### src/rtl/cnn_pkg.sv
// rtl/cnn_pkg.sv - shared CNN datapath constants and upsampler state type
package cnn_pkg;

    localparam int DATA_WIDTH   = 20;
    localparam int CONV_OUT_DIM = 26;
    localparam int POOL_OUT_DIM = 13;

    typedef enum logic {
        FILL   = 1'b0,
        REPLAY = 1'b1
    } up_state_e;

endpackage

### src/rtl/upsample_2x_if.sv
// rtl/upsample_2x_if.sv - input/output pixel stream bundle for the 2x upsampler
interface upsample_2x_if #(
    parameter int DATA_WIDTH = cnn_pkg::DATA_WIDTH
);
    logic signed [DATA_WIDTH-1:0] data_in;
    logic                         valid_in;
    logic                         ready_in;
    logic signed [DATA_WIDTH-1:0] data_out;
    logic                         valid_out;
    logic                         ready_out;
    logic                         frame_done;
    logic                         busy;

    modport slave (
        input  data_in, valid_in, ready_out,
        output ready_in, data_out, valid_out, frame_done, busy
    );

    modport master (
        output data_in, valid_in, ready_out,
        input  ready_in, data_out, valid_out, frame_done, busy
    );
endinterface

### src/rtl/upsample_2x_line_buf.sv
// rtl/upsample_2x_line_buf.sv - one-row simple dual-port line buffer, async read
module line_buf_sdp #(
    parameter int DEPTH  = 13,
    parameter int WIDTH  = 20,
    parameter int ADDR_W = 4
) (
    input  logic              clk,
    input  logic              we,
    input  logic [ADDR_W-1:0] waddr,
    input  logic [WIDTH-1:0]  wdata,
    input  logic [ADDR_W-1:0] raddr,
    output logic [WIDTH-1:0]  rdata
);
    logic [WIDTH-1:0] mem [DEPTH];

    always_ff @(posedge clk) begin
        if (we) begin
            mem[waddr] <= wdata;
        end
    end

    assign rdata = mem[raddr];
endmodule

### src/rtl/upsample_2x.sv
// rtl/upsample_2x.sv - streaming 2x nearest-neighbour upsampler (each pixel -> 2x2 block)
module upsample_2x #(
    parameter int DATA_WIDTH = cnn_pkg::DATA_WIDTH,
    parameter int IN_WIDTH   = cnn_pkg::POOL_OUT_DIM,
    parameter int IN_HEIGHT  = cnn_pkg::POOL_OUT_DIM
) (
    input  logic           clk,
    input  logic           rst_n,
    input  logic           enable,
    upsample_2x_if.slave   bus
);
    import cnn_pkg::*;

    localparam int CW = (IN_WIDTH  > 1) ? $clog2(IN_WIDTH)  : 1;
    localparam int RW = (IN_HEIGHT > 1) ? $clog2(IN_HEIGHT) : 1;
    localparam logic [CW-1:0] COL_LAST = CW'(IN_WIDTH - 1);
    localparam logic [RW-1:0] ROW_LAST = RW'(IN_HEIGHT - 1);

    up_state_e                    state_q;
    logic [CW-1:0]                col_q;
    logic [RW-1:0]                row_q;
    logic                         dup_q;
    logic                         valid_q;
    logic                         busy_q;
    logic signed [DATA_WIDTH-1:0] data_q;

    logic                  out_xfer;
    logic                  in_xfer;
    logic                  pair_done;
    logic                  col_last;
    logic                  row_last;
    logic [CW-1:0]         col_inc;
    logic [CW-1:0]         lb_waddr;
    logic [CW-1:0]         lb_raddr;
    logic [DATA_WIDTH-1:0] lb_rdata;

    assign col_inc   = col_q + 1'b1;
    assign col_last  = (col_q == COL_LAST);
    assign row_last  = (row_q == ROW_LAST);
    assign out_xfer  = valid_q & bus.ready_out & enable;
    assign pair_done = out_xfer & dup_q;

    // A new pixel may land in the hold register in the same cycle the second copy
    // leaves, except at the row end where the block switches to replaying the row.
    assign bus.ready_in = enable & (state_q == FILL)
                        & (~valid_q | (pair_done & ~col_last));
    assign in_xfer      = bus.valid_in & bus.ready_in;

    assign lb_waddr = valid_q ? col_inc : col_q;
    assign lb_raddr = (state_q == REPLAY) ? col_inc : '0;

    assign bus.valid_out  = valid_q & enable;
    assign bus.data_out   = data_q;
    assign bus.busy       = busy_q;
    assign bus.frame_done = pair_done & (state_q == REPLAY) & col_last & row_last;

    line_buf_sdp #(
        .DEPTH  (IN_WIDTH),
        .WIDTH  (DATA_WIDTH),
        .ADDR_W (CW)
    ) u_line_buf (
        .clk   (clk),
        .we    (in_xfer),
        .waddr (lb_waddr),
        .wdata (bus.data_in),
        .raddr (lb_raddr),
        .rdata (lb_rdata)
    );

    always_ff @(posedge clk or negedge rst_n) begin
        if (!rst_n) begin
            state_q <= FILL;
            col_q   <= '0;
            row_q   <= '0;
            dup_q   <= 1'b0;
            valid_q <= 1'b0;
            busy_q  <= 1'b0;
            data_q  <= '0;
        end else if (enable) begin
            case (state_q)
                FILL: begin
                    if (pair_done) begin
                        dup_q <= 1'b0;
                        if (col_last) begin
                            col_q   <= '0;
                            state_q <= REPLAY;
                            data_q  <= lb_rdata;
                        end else begin
                            col_q   <= col_inc;
                            valid_q <= 1'b0;
                        end
                    end else if (out_xfer) begin
                        dup_q <= 1'b1;
                    end
                    if (in_xfer) begin
                        data_q  <= bus.data_in;
                        valid_q <= 1'b1;
                        dup_q   <= 1'b0;
                        busy_q  <= 1'b1;
                    end
                end
                REPLAY: begin
                    if (pair_done) begin
                        dup_q <= 1'b0;
                        if (col_last) begin
                            col_q   <= '0;
                            valid_q <= 1'b0;
                            state_q <= FILL;
                            if (row_last) begin
                                row_q  <= '0;
                                busy_q <= 1'b0;
                            end else begin
                                row_q <= row_q + 1'b1;
                            end
                        end else begin
                            col_q  <= col_inc;
                            data_q <= lb_rdata;
                        end
                    end else if (out_xfer) begin
                        dup_q <= 1'b1;
                    end
                end
            endcase
        end
    end
endmodule
### src/flat_wrapper.sv
// flat-port wrapper written by rule: the top's interface ports become plain ports
module upsample_2x_flat import cnn_pkg::*;
#(
    parameter int DATA_WIDTH = cnn_pkg::DATA_WIDTH,
    parameter int IN_WIDTH   = cnn_pkg::POOL_OUT_DIM,
    parameter int IN_HEIGHT  = cnn_pkg::POOL_OUT_DIM
)
  (clk, rst_n, enable, bus_data_in, bus_valid_in, bus_ready_out, bus_ready_in, bus_data_out, bus_valid_out, bus_frame_done, bus_busy);
  upsample_2x_if #(.DATA_WIDTH(DATA_WIDTH)) bus_i ();
  input  logic clk;
  input  logic rst_n;
  input  logic enable;
  input wire logic [$bits(bus_i.data_in)-1:0] bus_data_in;
  input wire logic [$bits(bus_i.valid_in)-1:0] bus_valid_in;
  input wire logic [$bits(bus_i.ready_out)-1:0] bus_ready_out;
  output wire logic [$bits(bus_i.ready_in)-1:0] bus_ready_in;
  output wire logic [$bits(bus_i.data_out)-1:0] bus_data_out;
  output wire logic [$bits(bus_i.valid_out)-1:0] bus_valid_out;
  output wire logic [$bits(bus_i.frame_done)-1:0] bus_frame_done;
  output wire logic [$bits(bus_i.busy)-1:0] bus_busy;
  assign bus_i.data_in = bus_data_in;
  assign bus_i.valid_in = bus_valid_in;
  assign bus_i.ready_out = bus_ready_out;
  assign bus_ready_in = bus_i.ready_in;
  assign bus_data_out = bus_i.data_out;
  assign bus_valid_out = bus_i.valid_out;
  assign bus_frame_done = bus_i.frame_done;
  assign bus_busy = bus_i.busy;
  upsample_2x #(.DATA_WIDTH(DATA_WIDTH), .IN_WIDTH(IN_WIDTH), .IN_HEIGHT(IN_HEIGHT)) u_core (.clk(clk), .rst_n(rst_n), .enable(enable), .bus(bus_i));
endmodule
### config.mk
export PLATFORM = sky130hd
export DESIGN_NAME = upsample_2x_flat
export DESIGN_NICKNAME = d
export VERILOG_FILES = /design/src/rtl/cnn_pkg.sv /design/src/rtl/upsample_2x_if.sv /design/src/rtl/upsample_2x_line_buf.sv /design/src/rtl/upsample_2x.sv /design/src/flat_wrapper.sv
export SDC_FILE = /design/constraint.sdc
export NUM_CORES = 1
export LEC_CHECK = 0
export BUFFER_PORTS_ARGS = -buffer_cell sky130_fd_sc_hd__buf_4
export CORE_AREA = 2 2 167 169
export DETAILED_ROUTE_END_ITERATION = 8
export DIE_AREA = 0 0 169 171
export GPL_TIMING_DRIVEN = 0
export SYNTH_ARGS = -nofsm -noshare
export SYNTH_HDL_FRONTEND = slang
export SYNTH_SLANG_ARGS = --single-unit
### constraint.sdc
create_clock -name clk -period 4.4 [get_ports clk]
set_input_delay 0.88 -clock clk [delete_from_list [all_inputs] [get_ports clk]]
set_output_delay 0.88 -clock clk [all_outputs]
set_load 0.05 [all_outputs]
==> results of run 1 <==
report_power, final:
part,internal (W),switching [W]
Sequential,0.00313,0.0000883
Clock,0.00155,0.00106
Combinational,0.00151,0.00268
Total,0.00619,0.00383
state kept, by name, summed over array words and instances, names as in the netlist:
| name | cells |
|---|---|
| u_core.dup_q | 1 |
| u_core.valid_q | 1 |
| u_core.state_q | 1 |
| u_core.bus.data_out | 20 |
| u_core.bus.busy | 1 |
| u_core.row_q | 4 |
| u_core.col_q | 4 |
| u_core.u_line_buf.mem | 260 |
through the flow:
| stage | worst slack [ns] | cells | TNS, ns | cell area [sq um] |
|---|---|---|---|---|
| 2_1_floorplan | 0.346 | 798 | 0 | 12100 |
| 3_3_place_gp | -2.06 | 1191 | -210.85 | 12900 |
| 3_5_place_dp | -0.0592 | 1204 | -1.12 | 13200 |
| 4_1_cts | 0.187 | 1260 | 0 | 14200 |
| 5_1_grt | 0.0722 | 1260 | 0 | 14200 |
| 6_report | 0.233 | 1260 | 0 | 14200 |
routing by layer:
metal  global-route usage (%)  routed length, microns  vias to the layer above
met1                     31.1                   14100                     3820
li1                         -                       -                     3388
met4                     5.91                     751                        0
met3                     3.65                    2020                       61
met5                        0                       0                        -
met2                     36.3                   14700                      288
cells in the final DEF (no fill, tap or decap), types with 5 or more instances in the layout:
| master | instances |
|---|---|
| a21oi_1 | 36 |
| nor3_1 | 6 |
| buf_4 | 61 |
| clkbuf_1 | 20 |
| o221a_2 | 15 |
| clkinv_2 | 7 |
| clkbuf_8 | 5 |
| nor2_1 | 32 |
| buf_16 | 5 |
| and2_1 | 5 |
| mux2_2 | 17 |
| a21oi_2 | 8 |
| o21ai_0 | 50 |
| clkbuf_16 | 31 |
| edfxtp_1 | 260 |
| a31oi_1 | 6 |
| a221oi_1 | 17 |
| buf_2 | 21 |
| nand2_1 | 31 |
| inv_1 | 9 |
| o22ai_1 | 37 |
| ha_1 | 5 |
| mux2i_1 | 22 |
| nor2_2 | 6 |
| dfrtp_1 | 32 |
| o2bb2ai_1 | 20 |
| nand3_1 | 7 |
| a211oi_1 | 18 |
| a22oi_1 | 37 |
| buf_6 | 13 |
worst paths after layout:
kind	from	to	slack, ns	cells after the start
worst max register to register	u_core.col_q[0]	u_core.u_line_buf.mem[0][0]	0.23	10
worst max-delay path	u_core.col_q[0]	u_core.u_line_buf.mem[0][0]	0.23	10
max in group asynchronous	rst_n	u_core.bus.data_out[3]	3.71	1
min in group clk	u_core.dup_q	u_core.dup_q	0.51	1
worst min-delay path	rst_n	u_core.valid_q	0.31	1
worst min register to register	u_core.dup_q	u_core.dup_q	0.51	1
kinds of logic after synthesis:
logic type	after synthesis	synth area share (%)
DFF	292	71.2
AOI/OAI and AO/OA	270	15.9
and+or+nand+nor	113	4.45
buffers and inverters	72	3.61
muxes	42	3.96
adders and majority gates	5	0.517
xor gates and xnor gates	4	0.414
cell type report:
class,count,area [sq um]
plain buffers,61,395
well taps,346,433
repair buffers,60,592
fillers,2268,13100
flip-flops and latches,292,8610
clock buffers,42,867
inverters,11,41.3
multi-input cells,434,3110
clock inverters,14,160
==> results, run 1 <==
- The run finished with clean final reports.
- VDD sags by at most 464 uV.
- Summed over all layers, the routed wires come to 31600 microns.
- STA classifies the critical path startpoint as a flop.
- The number of ports placed on the die boundary is 49.
- The power density over cell area is 705 nW/um^2.
- The first TritonRoute pass finished after 5 iterations.
- For this run, design rule violations remaining after detail routing come to 0.
- The effective utilization at floorplan is 44.3%.
- The number of diodes is 0.
- The worst setup path is of the flop to flop kind.
- Traced cell by cell, the critical path runs through buf_6, inv_1, buf_1, ha_1, buf_2, clkinv_1, clkbuf_1, a31oi_1, nor2_2, buf_8.
- The sum of internal, switching and leakage power is 0.0100 W.
- The clock arrives with 0.0104 ns of skew.
- The number of nets with antenna violations after detailed routing is 0.
- Dividing the detail-routed via count by the number of cells gives 6.00.
- The required time of the critical path is 4.65 ns.
- In this run the horizontal extent of the chip is 169 microns.
- The total CTS buffers is 30.
- In the final design database the tool counted 920 nets.
- The share of the core filled with cells is 52.0%.
- The area of the die is 28900 sq um.
- The number of placement rows is 61.
- After detailed routing, the average wire length per cell comes to 25.1 microns.
- The top cell family by delay on the critical path is buffers and inverters.
- At the pin with the least slew margin, the transition time is 1.08 ns.
- STA classifies the critical path endpoint as a flop.
- The floorplan step set the die height to 171 microns.
- The biggest area contributor in the post-synthesis netlist is edfxtp_1.
- Among all cell types in the netlist, the one instantiated most often is edfxtp_1.
- The cell with the biggest individual delay on the critical path is nor2_2.
- The hold buffer count at cts is 0.
- The share of the Yosys chip area taken by registers is 71.2%.
- Setup repair after global routing left no endpoint under its margin.
- The arrival time at the worst endpoint is 4.42 ns.
- The first global-routing pass estimated 47300 microns of wire.
- The dominant register cell in the synthesized netlist is edfxtp_1.
- The initial DRC count is 647.
- The final max-slew violation count is 0.
- The shortest period the worst path allows is 4.17 ns.
- A synthesized cell averages 15.2 sq um.
- The maximum achievable frequency is 0.240 GHz.
- The clock insertion delay at the later pin of the skew report is 0.55 ns.
- The number of global-route vias before repair is 7505.
- Synthesis produced a netlist whose cell count is 798.
- The clock-pin slew of the registers on the worst-case setup and hold paths is 0.07 ns.
- Yosys mapped a number of flops with a built-in enable equal to 260.
- Routability-driven placement finished with a final weighted congestion of 0.792.
- The remaining global-route overflow is 0.
- The number of sinks handled by clock tree synthesis is 292.
- Synthesis inferred 292 register bits.
- The number of gates resized after CTS is 1.
- TritonCTS built the clock tree.
- By count the netlist is led by edfxtp_1, o21ai_0, nor2_1, a22oi_1, o22ai_1.
- The number of antenna violations at the first check in global routing is 0.
- CTS built an H-tree with a depth of 1.
- The number of hold violations in the final report is 0.
- After synthesis, the share of flip-flops with an asynchronous set or reset is 11.0%.
- Detailed placement finished with a half-perimeter wire length of 20200 microns.
- The number of setup violations in the final report is 0.
- The combined buffer and inverter count along the critical path is 7.
- The minimum hold slack is 0.310 ns.
- For this block, the via count after detailed routing is 7557.
- The Yosys step of the flow raised 0 warnings.
- The worst pin sits at a relative slew slack of 27.4%.
- The post-CTS setup-driven buffer insertion count is 0.
- Along the worst path, the maximum fanout reaches 11.
- In the post-synthesis netlist, the biggest area contributors are edfxtp_1, dfrtp_1, a22oi_1, o21ai_0, o22ai_1.
- The largest net degree at the start of global routing is 33.
- The unique cell type count in the Yosys netlist is 63.
- The clock passes through at most 3 buffers.
- The floorplan core area is 27300 sq um.
- The analysis attributes to cell leakage a power of 4.78 nW.
- The worst stage delay on the critical path is 0.67 ns.
- The cell area after synthesis is 12100 sq um.
- Across every metal layer, demand over resource in global routing totals 22.2%.
- The total of max-cap violations is 0.
- The worst hold-check path type is input pin to async pin.
- The number of port buffers is 47.
- The cell chosen for the clock root is clkbuf_16.
- Relative to the synthesized area, the layout overhead comes to 17.4%.
- Of the cells placed in the final design, the portion with a size suffix greater than 1 is 24.2%.
- Synthesis produced a netlist with a net count of 828.
- The synthesized design devotes to its leading area cell type 64.5% of total area.
- After layout, the worst path uses 94.7% of the clock period.
(Power assumes the default switching activity.)
==> run 2: changes to the inputs <==
--- a/config.mk
+++ b/config.mk
@@ -5,10 +5,11 @@
 export SDC_FILE = /design/constraint.sdc
 export NUM_CORES = 1
 export LEC_CHECK = 0
+export ABC_AREA = 1
 export BUFFER_PORTS_ARGS = -buffer_cell sky130_fd_sc_hd__buf_4
-export CORE_AREA = 2 2 167 169
+export CORE_AREA = 2 2 173 175
 export DETAILED_ROUTE_END_ITERATION = 8
-export DIE_AREA = 0 0 169 171
+export DIE_AREA = 0 0 175 177
 export GPL_TIMING_DRIVEN = 0
 export SYNTH_ARGS = -nofsm -noshare
 export SYNTH_HDL_FRONTEND = slang
==> run 2 against run 1 <==
Sequential power increased by 2%. Clock power increased by 2%. Hold slack got worse by 0.034 ns. Critical path depth decreased by 3. Count of clock-buffer cells in the layout increased by 2.
==> results, run 2 <==
- The final standard cell area without fillers came to 15000 sq um (+5.8%).
- Counting flops per register, the top entry is u_core.u_line_buf.mem.
- The clock-pin slew of the registers on the worst-case setup and hold paths is 0.06 ns (about the same).
- The unique cell type count in the Yosys netlist was 27 (-57%).
- The number of hold violations in the final report is 0 (unchanged).
- The mean post-synth cell area is 9.99 sq um (-34%).
- The number of setup violations in the final report is 0 (unchanged).
- The hold buffer count at cts is 0 (unchanged).
- The clock tree from TritonCTS is yes.
- The switching power share of the total is 39.9% (+1.7 points).
- The remaining global-route overflow is 0 (unchanged).
- The dominant cell by count in the synthesized netlist is nand2_1.
- The number of fill cells in the layout is 2624 (+16%).
- The height of the chip is 177 microns (+3.5%).
- The share of the yosys chip area belonging to registers was 66.8% (-4.3 points).
- The total CTS buffers is 30 (unchanged).
- The part of the power in combinational logic is 41.3% (-0.6 points).
- The fraction of synthesis flops using an asynchronous set or reset pin came to 11.0% (unchanged).
- The floorplan core area is 29200 sq um (+7.0%).
- The share of post-route cells with drive strength above 1 came to 13.5% (-11 points).
- The iteration count of the initial detailed-routing pass is 5 (unchanged).
- The flow ran to the end, and the final reports show no timing, DRC or antenna violations.
- The layout net count is 1411 (+53%).
- The library cell used most frequently in the layout, excluding fill and tap cells, is nand2_1.
- The area share of the largest cell type after synthesis came to 60.6% (-3.9 points).
- The kind of end point of the critical path is an output pin.
- The number of antenna violations at the first check in global routing is 0 (unchanged).
- The arrival time at the worst endpoint is 2.34 ns (-2.08 ns).
- The highest fanout seen on the critical path is 10 (-1).
- The number of vias in the routed layout was 8850 (+17%).
- The post-synthesis net count is 1319 (+59%).
- In the synthesized netlist, the cells that appear most often are nand2_1, edfxtp_1, inv_1, nand3_1, nor2_1.
- The dominant register cell in the synthesized netlist is edfxtp_1.
- The deepest clock path buffer count came to 3 (unchanged).
- The initial DRC count came to 584 (-9.7%).
- The source of the critical timing path is u_core.col_q[0].
- The number of flip-flops in the largest register is 260 (unchanged).
- The HPWL after detailed placement is 21300 microns (+5.5%).
- The number of diodes came to 0 (unchanged).
- The kind of critical path is flop to output pin.
- The relative max-transition margin is 35.8% (+8.4 points).
- The number of sinks handled by clock tree synthesis is 292 (unchanged).
- The internal power contribution is 0.00608 W (-1.7%).
- The post-route non-filler standard cell count is 1795 (+42%).
- The number of ports placed on the die boundary was 49 (unchanged).
- The actual transition at the worst max-transition pin is 0.958 ns (-0.120 ns).
- The depth of the CTS H-tree came to 1 (unchanged).
- The area growth from synthesis to final layout is 16.7%.
- The startpoint identified for the worst register-to-register timing path is u_core.col_q[0].
- The synthesis warning total came to 0 (unchanged).
- The post-place instance area was 14000 sq um (+6.1%).
- The routed wire length came to 31500 microns (-0.20%).
- The power density over cell area came to 674 nW/um^2 (-4.5%).
- The horizontal die dimension came to 175 microns (+3.6%).
- The maximum achievable frequency is 0.310 GHz (+29%).
- The total of max-cap violations is 0 (unchanged).
- The via-per-instance ratio is 4.93 (-18%).
- The post-CTS setup-driven buffer insertion count came to 0 (unchanged).
- Setup repair after global routing left no endpoint under its margin.
- The biggest area contributor in the post-synthesis netlist is edfxtp_1.
- The number of instances in the synthesized netlist is 1289 (+62%).
- The number of nets with antenna violations after detailed routing was 0 (unchanged).
- Leaving out fill and tap cells, the most frequent cells in the layout are nand2_1, edfxtp_1, inv_1.
- The power share of the clock group is 26.3% (+0.3 points).
- The shortest period the worst path allows is 3.22 ns (-0.945 ns).
- The register share of total power came to 32.4% (+0.3 points).
- The required time of the critical path was 3.52 ns (-1.13 ns).
- The worst-case setup margin in the final layout came to 1.18 ns (+0.945 ns).
- The instance count after placement with tap cells included was 1739 (+44%).
- The leakage dissipation is 6.59 nW (+38%).
- The maximum clock skew at final layout is 0.0147 ns (+0.00437 ns).
- The largest net degree at the start of global routing is 33 (unchanged).
- The clock insertion delay at the later pin of the skew report is 0.55 ns (about the same).
- The number of global-route vias before repair is 8762 (+17%).
- The net switching power figure is 0.00405 W (+5.7%).
- The number of gates resized after CTS was 0 (-1).
- The sum of internal, switching and leakage power was 0.0101 W (+1.1%).
- The final max-slew violation count is 0 (unchanged).
- The number of port buffers is 47 (unchanged).
- The type of origin of the critical path is a flop.
- The area of the die is 31000 sq um (+7.2%).
- The post-detailed-route wirelength per cell is 17.6 microns (-30%).
- The last weighted congestion value of the routability-driven placer came to 0.867 (+9.4%).
- The pre-CTS setup slack is 0.987 ns (+1.05 ns).
- The cell area after synthesis came to 12900 sq um (+6.5%).
- The share of the clock period used by the worst path is 73.2% (-21 points).
- Ranked by total cell area, the synthesized netlist is headed by edfxtp_1, nand2_1, nand3_1, dfrtp_1, inv_1.
- The global-route wire length before repair is 48800 microns (+3.2%).
- The number of flops mapped to enable cells by yosys is 260 (unchanged).
- The cell chosen for the clock root is clkbuf_16.
- The number of placement rows came to 63 (+3.3%).
- The number of storage elements in the synthesis netlist is 292 (unchanged).
- The path class of the tightest hold or removal check is input pin to async pin.
- The effective utilization at floorplan is 44.0% (-0.23 points).
- The overall global routing resource usage came to 20.8% (-1.4 points).
- The DRC violation count after routing is 0 (unchanged).
- The worst-case vdd ir drop came to 344 uV (-26%).
- The worst-case reg-to-reg path depth was 12 (+2).
run 2: cell types whose count changed in the layout (fill, tap and decap cells not counted), sizes merged, moves of 35 or more:
| cell | previous run | this run |
|---|---|---|
| nand2 | 32 | 290 |
| inv | 10 | 204 |
| nand3 | 10 | 194 |
| nor2 | 40 | 178 |
| a21oi | 44 | 1 |
| a22oi | 37 | 0 |
| o22ai | 38 | 3 |
run 2: power by group through the flow:
stage | logic [W] | clock network [W] | registers (W)
after detailed placement | 0.00418 | 0 | 0.00334
after floorplan | 0.00252 | 0 | 0.00363
after CTS | 0.00420 | 0.00270 | 0.00328
after global routing | 0.00465 | 0.00281 | 0.00330
final | 0.00418 | 0.00266 | 0.00328
after global placement | 0.00409 | 0 | 0.00334
run 2: worst paths after layout:
check	endpoint	slack [ns]
min reg2reg	u_core.bus.data_out[5]	0.48
max reg2reg	u_core.u_line_buf.mem[12][16]	1.25
max	bus_frame_done	1.18
max in group asynchronous	u_core.bus.data_out[14]	3.76
min in group clk	u_core.bus.data_out[5]	0.48
min	u_core.bus.data_out[7]	0.28
run 2: layout make-up:
cell class	instances	area (sq um)	area share (%)
buffer	63	335	2.23
clock buffer	44	895	5.95
clock inverter	12	163	1.08
inverter	204	768	5.11
multi-input combinational	730	3200	21.3
sequential	292	8610	57.3
tap	390	488	3.25
timing repair buffer	60	573	3.81
run 2: metal layers:
metal	global-route usage, %	part of all wire (%)
met5	0	0
met4	8.09	3.9
met3	2.53	4.4
met2	36.4	49
met1	26.5	43
run 2: critical path, cell delays in order (launching register included):
cell     delay [ns]
dfrtp_1        0.38
buf_4          0.18
inv_4          0.11
buf_2          0.25
ha_1           0.20
nand3_2        0.14
nor3_1         0.29
buf_4          0.25
run 2: kinds of logic (layout without fill, tap and decap cells):
kind of cell | after synthesis | after routing | synth area share (%)
AND/OR/NAND/NOR | 667 | 667 | 21.7
flip-flops | 292 | 292 | 66.8
buffers and inverters | 267 | 383 | 8.57
AO/OA/AOI/OAI | 54 | 54 | 2.15
adder cells (fa/ha/maj) | 5 | 5 | 0.486
XOR/XNOR | 4 | 4 | 0.272
run 2: metrics by stage:
stage / hold slack, ns / util, % / TNS, ns
2_1_floorplan: 0.455 / - / 0
3_3_place_gp: 0.465 / 46.9 / -3.67
3_5_place_dp: 0.466 / 47.8 / 0
4_1_cts: 0.287 / 51.4 / 0
5_1_grt: 0.298 / 51.4 / 0
6_report: 0.276 / 51.4 / 0
==> run 3: changes to the inputs <==
==> constraint.sdc (replaced) <==
create_clock -name clk -period 3.4 [get_ports clk]
set_input_delay 0.68 -clock clk [delete_from_list [all_inputs] [get_ports clk]]
set_output_delay 0.68 -clock clk [all_outputs]
set_load 0.05 [all_outputs]
==> run 3 against run 2 <==
First-iteration DRC count up 3.9%. Register-to-register slack worse by 0.89 ns. Routed wire length down 1.2%. Clock power up 31%. Count of clock-buffer cells in the layout down 3. Global-route usage down 0.25 points. Sequential power up 30%.
==> results, run 3 (synthesis results as in run 2) <==
- The flow ran to the end, and the final reports show no timing, DRC or antenna violations.
- The remaining global-route overflow is 0 (unchanged).
- The maximum clock skew at final layout is 0.00928 ns (-0.00546 ns).
- The switching power share of the total is 39.8% (-0.17 points).
- The sum of negative setup slack is 0 ns (unchanged).
- The clock-pin slew of the registers on the worst-case setup and hold paths is 0.06 ns (about the same).
- The worst hold-check path type is input pin to async pin.
- The actual transition at the worst max-transition pin is 0.751 ns (-0.208 ns).
- The worst path uses 89.5% of the clock period.
- The DRC violation count after routing is 0 (unchanged).
- The iteration count of the initial detailed-routing pass is 5 (unchanged).
- The number of sinks handled by clock tree synthesis is 292 (unchanged).
- The effective utilization at floorplan is 44.0% (unchanged).
- Leaving out fill and tap cells, the most frequent cells in the layout are nand2_1, edfxtp_1, inv_1.
- The worst register-to-register path begins at u_core.col_q[0].
- The area used by sequential logic in the layout is 8610 sq um (unchanged).
- The total CTS buffers was 30 (unchanged).
- The number of setup violations in the final report is 0 (unchanged).
- Traced cell by cell, the critical path runs through buf_4, inv_4, buf_2, ha_1, nand3_2, nand2_1, nand2_2, nand3_4, inv_1, nand3_1, nor2_2, buf_8.
- The power share of the clock group is 26.5% (+0.2 points).
- The cell with the biggest individual delay on the critical path is nor2_2.
- The number of nets with antenna violations after detailed routing is 0 (unchanged).
- The post-detailed-route wirelength per cell is 17.3 microns (-1.2%).
- The source of the critical timing path is u_core.col_q[0].
- The post-CTS setup-driven buffer insertion count is 0 (unchanged).
- The routed wire length is 31100 microns (-1.2%).
- The most common library cell in the layout ignoring fill and taps is nand2_1.
- The via-per-instance ratio came to 4.88 (-0.97%).
- The number of port buffers is 47 (unchanged).
- The number of flip-flops in the largest register is 260 (unchanged).
- The arrival time at the worst endpoint came to 3.30 ns (+0.96 ns).
- The total of max-cap violations is 0 (unchanged).
- The power density over cell area was 873 nW/um^2 (+30%).
- The area of the die was 31000 sq um (unchanged).
- The final max-slew violation count is 0 (unchanged).
- The top cell family by delay on the critical path is simple AND/OR/NAND/NOR gates.
- The required time of the critical path is 3.65 ns (+0.13 ns).
- The number of hold violations in the final report is 0 (unchanged).
- The initial DRC count is 607 (+3.9%).
- The leakage dissipation is 6.59 nW (about the same).
- The number of ports placed on the die boundary was 49 (unchanged).
- In this run the clock root is driven by a clkbuf_16.
- The kind of end point of the critical path is a flop.
- The depth of the CTS H-tree is 1 (unchanged).
- The critical path is of the flop to flop type.
- The largest net degree at the start of global routing is 33 (unchanged).
- The instance count after placement with tap cells included was 1739 (unchanged).
- The worst-case vdd ir drop is 597 uV (+73%).
- The height of the chip is 177 microns (unchanged).
- The relative max-transition margin is 49.9% (+14 points).
- The register share of total power is 32.4% (about the same).
- The total area of multi-input combinational cells is 3210 sq um (+0.20%).
- The horizontal die dimension is 175 microns (unchanged).
- The net switching power figure is 0.00522 W (+29%).
- The overall global routing resource usage is 20.5% (-0.25 points).
- The floorplan core area is 29200 sq um (unchanged).
- The number of fill cells in the layout was 2612 (-0.46%).
- The shortest period the worst path allows is 3.04 ns.
- The layout net count is 1411 (unchanged).
- The combined buffer and inverter count along the critical path is 5 (+1).
- TritonCTS built the clock tree.
- The number of antenna violations at the first check in global routing is 0 (unchanged).
- The highest fanout seen on the critical path is 11 (+1).
- The number of diodes is 0 (unchanged).
- The share of post-route cells with drive strength above 1 is 13.2% (-0.28 points).
- The number of global-route vias before repair was 8668 (-1.1%).
- Based on the critical path, the design can be clocked at up to 0.329 GHz.
- The part of the power in combinational logic is 41.1% (-0.2 points).
- The number of gates resized after CTS came to 0 (unchanged).
- The global-route wire length before repair is 48200 microns (-1.3%).
- The number of vias in the routed layout is 8764 (-0.97%).
- The area growth from synthesis to final layout came to 16.6% (about the same).
- The clock insertion delay at the later pin of the skew report is 0.55 ns (about the same).
- The post-route non-filler standard cell count came to 1795 (unchanged).
- The deepest clock path buffer count came to 3 (unchanged).
- The last weighted congestion value of the routability-driven placer is 0.870 (+0.39%).
- The HPWL after detailed placement is 21100 microns (-0.82%).
- The hold buffer count at cts was 0 (unchanged).
- The worst stage delay on the critical path is 0.64 ns (+0.26 ns).
- The internal power contribution is 0.00790 W (+30%).
- Setup repair after global routing left no endpoint under its margin.
- The worst setup path is launched from a flop.
- The largest register by flop count is u_core.u_line_buf.mem.
- The number of placement rows is 63 (unchanged).
## run 3: cell type report
| class | instances | share of cell area, % |
|---|---|---|
| Clock inverter | 15 | 1.29 |
| Tap cell | 390 | 3.25 |
| Sequential cell | 292 | 57.3 |
| Multi-Input combinational cell | 730 | 21.4 |
| Buffer | 63 | 2.23 |
| Clock buffer | 41 | 5.75 |
| Timing Repair Buffer | 60 | 3.71 |
| Inverter | 204 | 5.11 |
## run 3: layer usage
metal	global-route usage, %	wire [microns]	vias to the layer above	part of all wire [%]
li1	-	-	4361	-
met3	2.21	1370	54	4.4
met1	27.2	13700	4124	44
met4	5.76	808	0	2.6
met2	36.1	15300	225	49
met5	0	0	-	0
## run 3: power groups by stage
stage	Sequential, W	Combinational [W]	Clock, W
after floorplan	0.00470	0.00327	0
after global placement	0.00432	0.00529	0
after detailed placement	0.00432	0.00540	0
after CTS	0.00425	0.00542	0.00352
after global routing	0.00427	0.00593	0.00368
final	0.00425	0.00539	0.00348
## run 3: worst register-to-register path, cell delays in order (launching register included)
cell,delay (ns)
dfrtp_1,0.35
buf_4,0.18
inv_4,0.07
buf_2,0.19
ha_1,0.23
nand3_2,0.13
nand2_1,0.08
nand2_2,0.09
nand3_4,0.15
inv_1,0.15
nand3_1,0.24
nor2_2,0.64
buf_8,0.24
## run 3: stage by stage
| step | utilization, % | instance area [sq um] | setup slack [ns] | hold WS, ns | total power, W |
|---|---|---|---|---|---|
| finish | 51.4 | 15000 | 0.358 | 0.0825 | 0.0131 |
| global placement | 46.9 | 13700 | -0.402 | 0.466 | 0.00961 |
| global route | 51.4 | 15000 | 0.122 | 0.112 | 0.0139 |
| CTS | 51.4 | 15000 | 0.338 | 0.0884 | 0.0132 |
| detailed placement | 47.8 | 14000 | 0.234 | 0.466 | 0.00973 |
| floorplan | - | 12900 | 0.362 | 0.384 | 0.00797 |
## run 3: worst paths after layout
path | end | slack, ns | cells after the start
max | u_core.u_line_buf.mem[0][13] | 0.36 | 12
min | u_core.bus.data_out[8] | 0.08 | 1
max reg2reg | u_core.u_line_buf.mem[0][13] | 0.36 | 12
min reg2reg | u_core.bus.busy | 0.48 | 2
max in group asynchronous | u_core.col_q[3] | 2.99 | 1
min in group clk | u_core.row_q[3] | 0.38 | 2
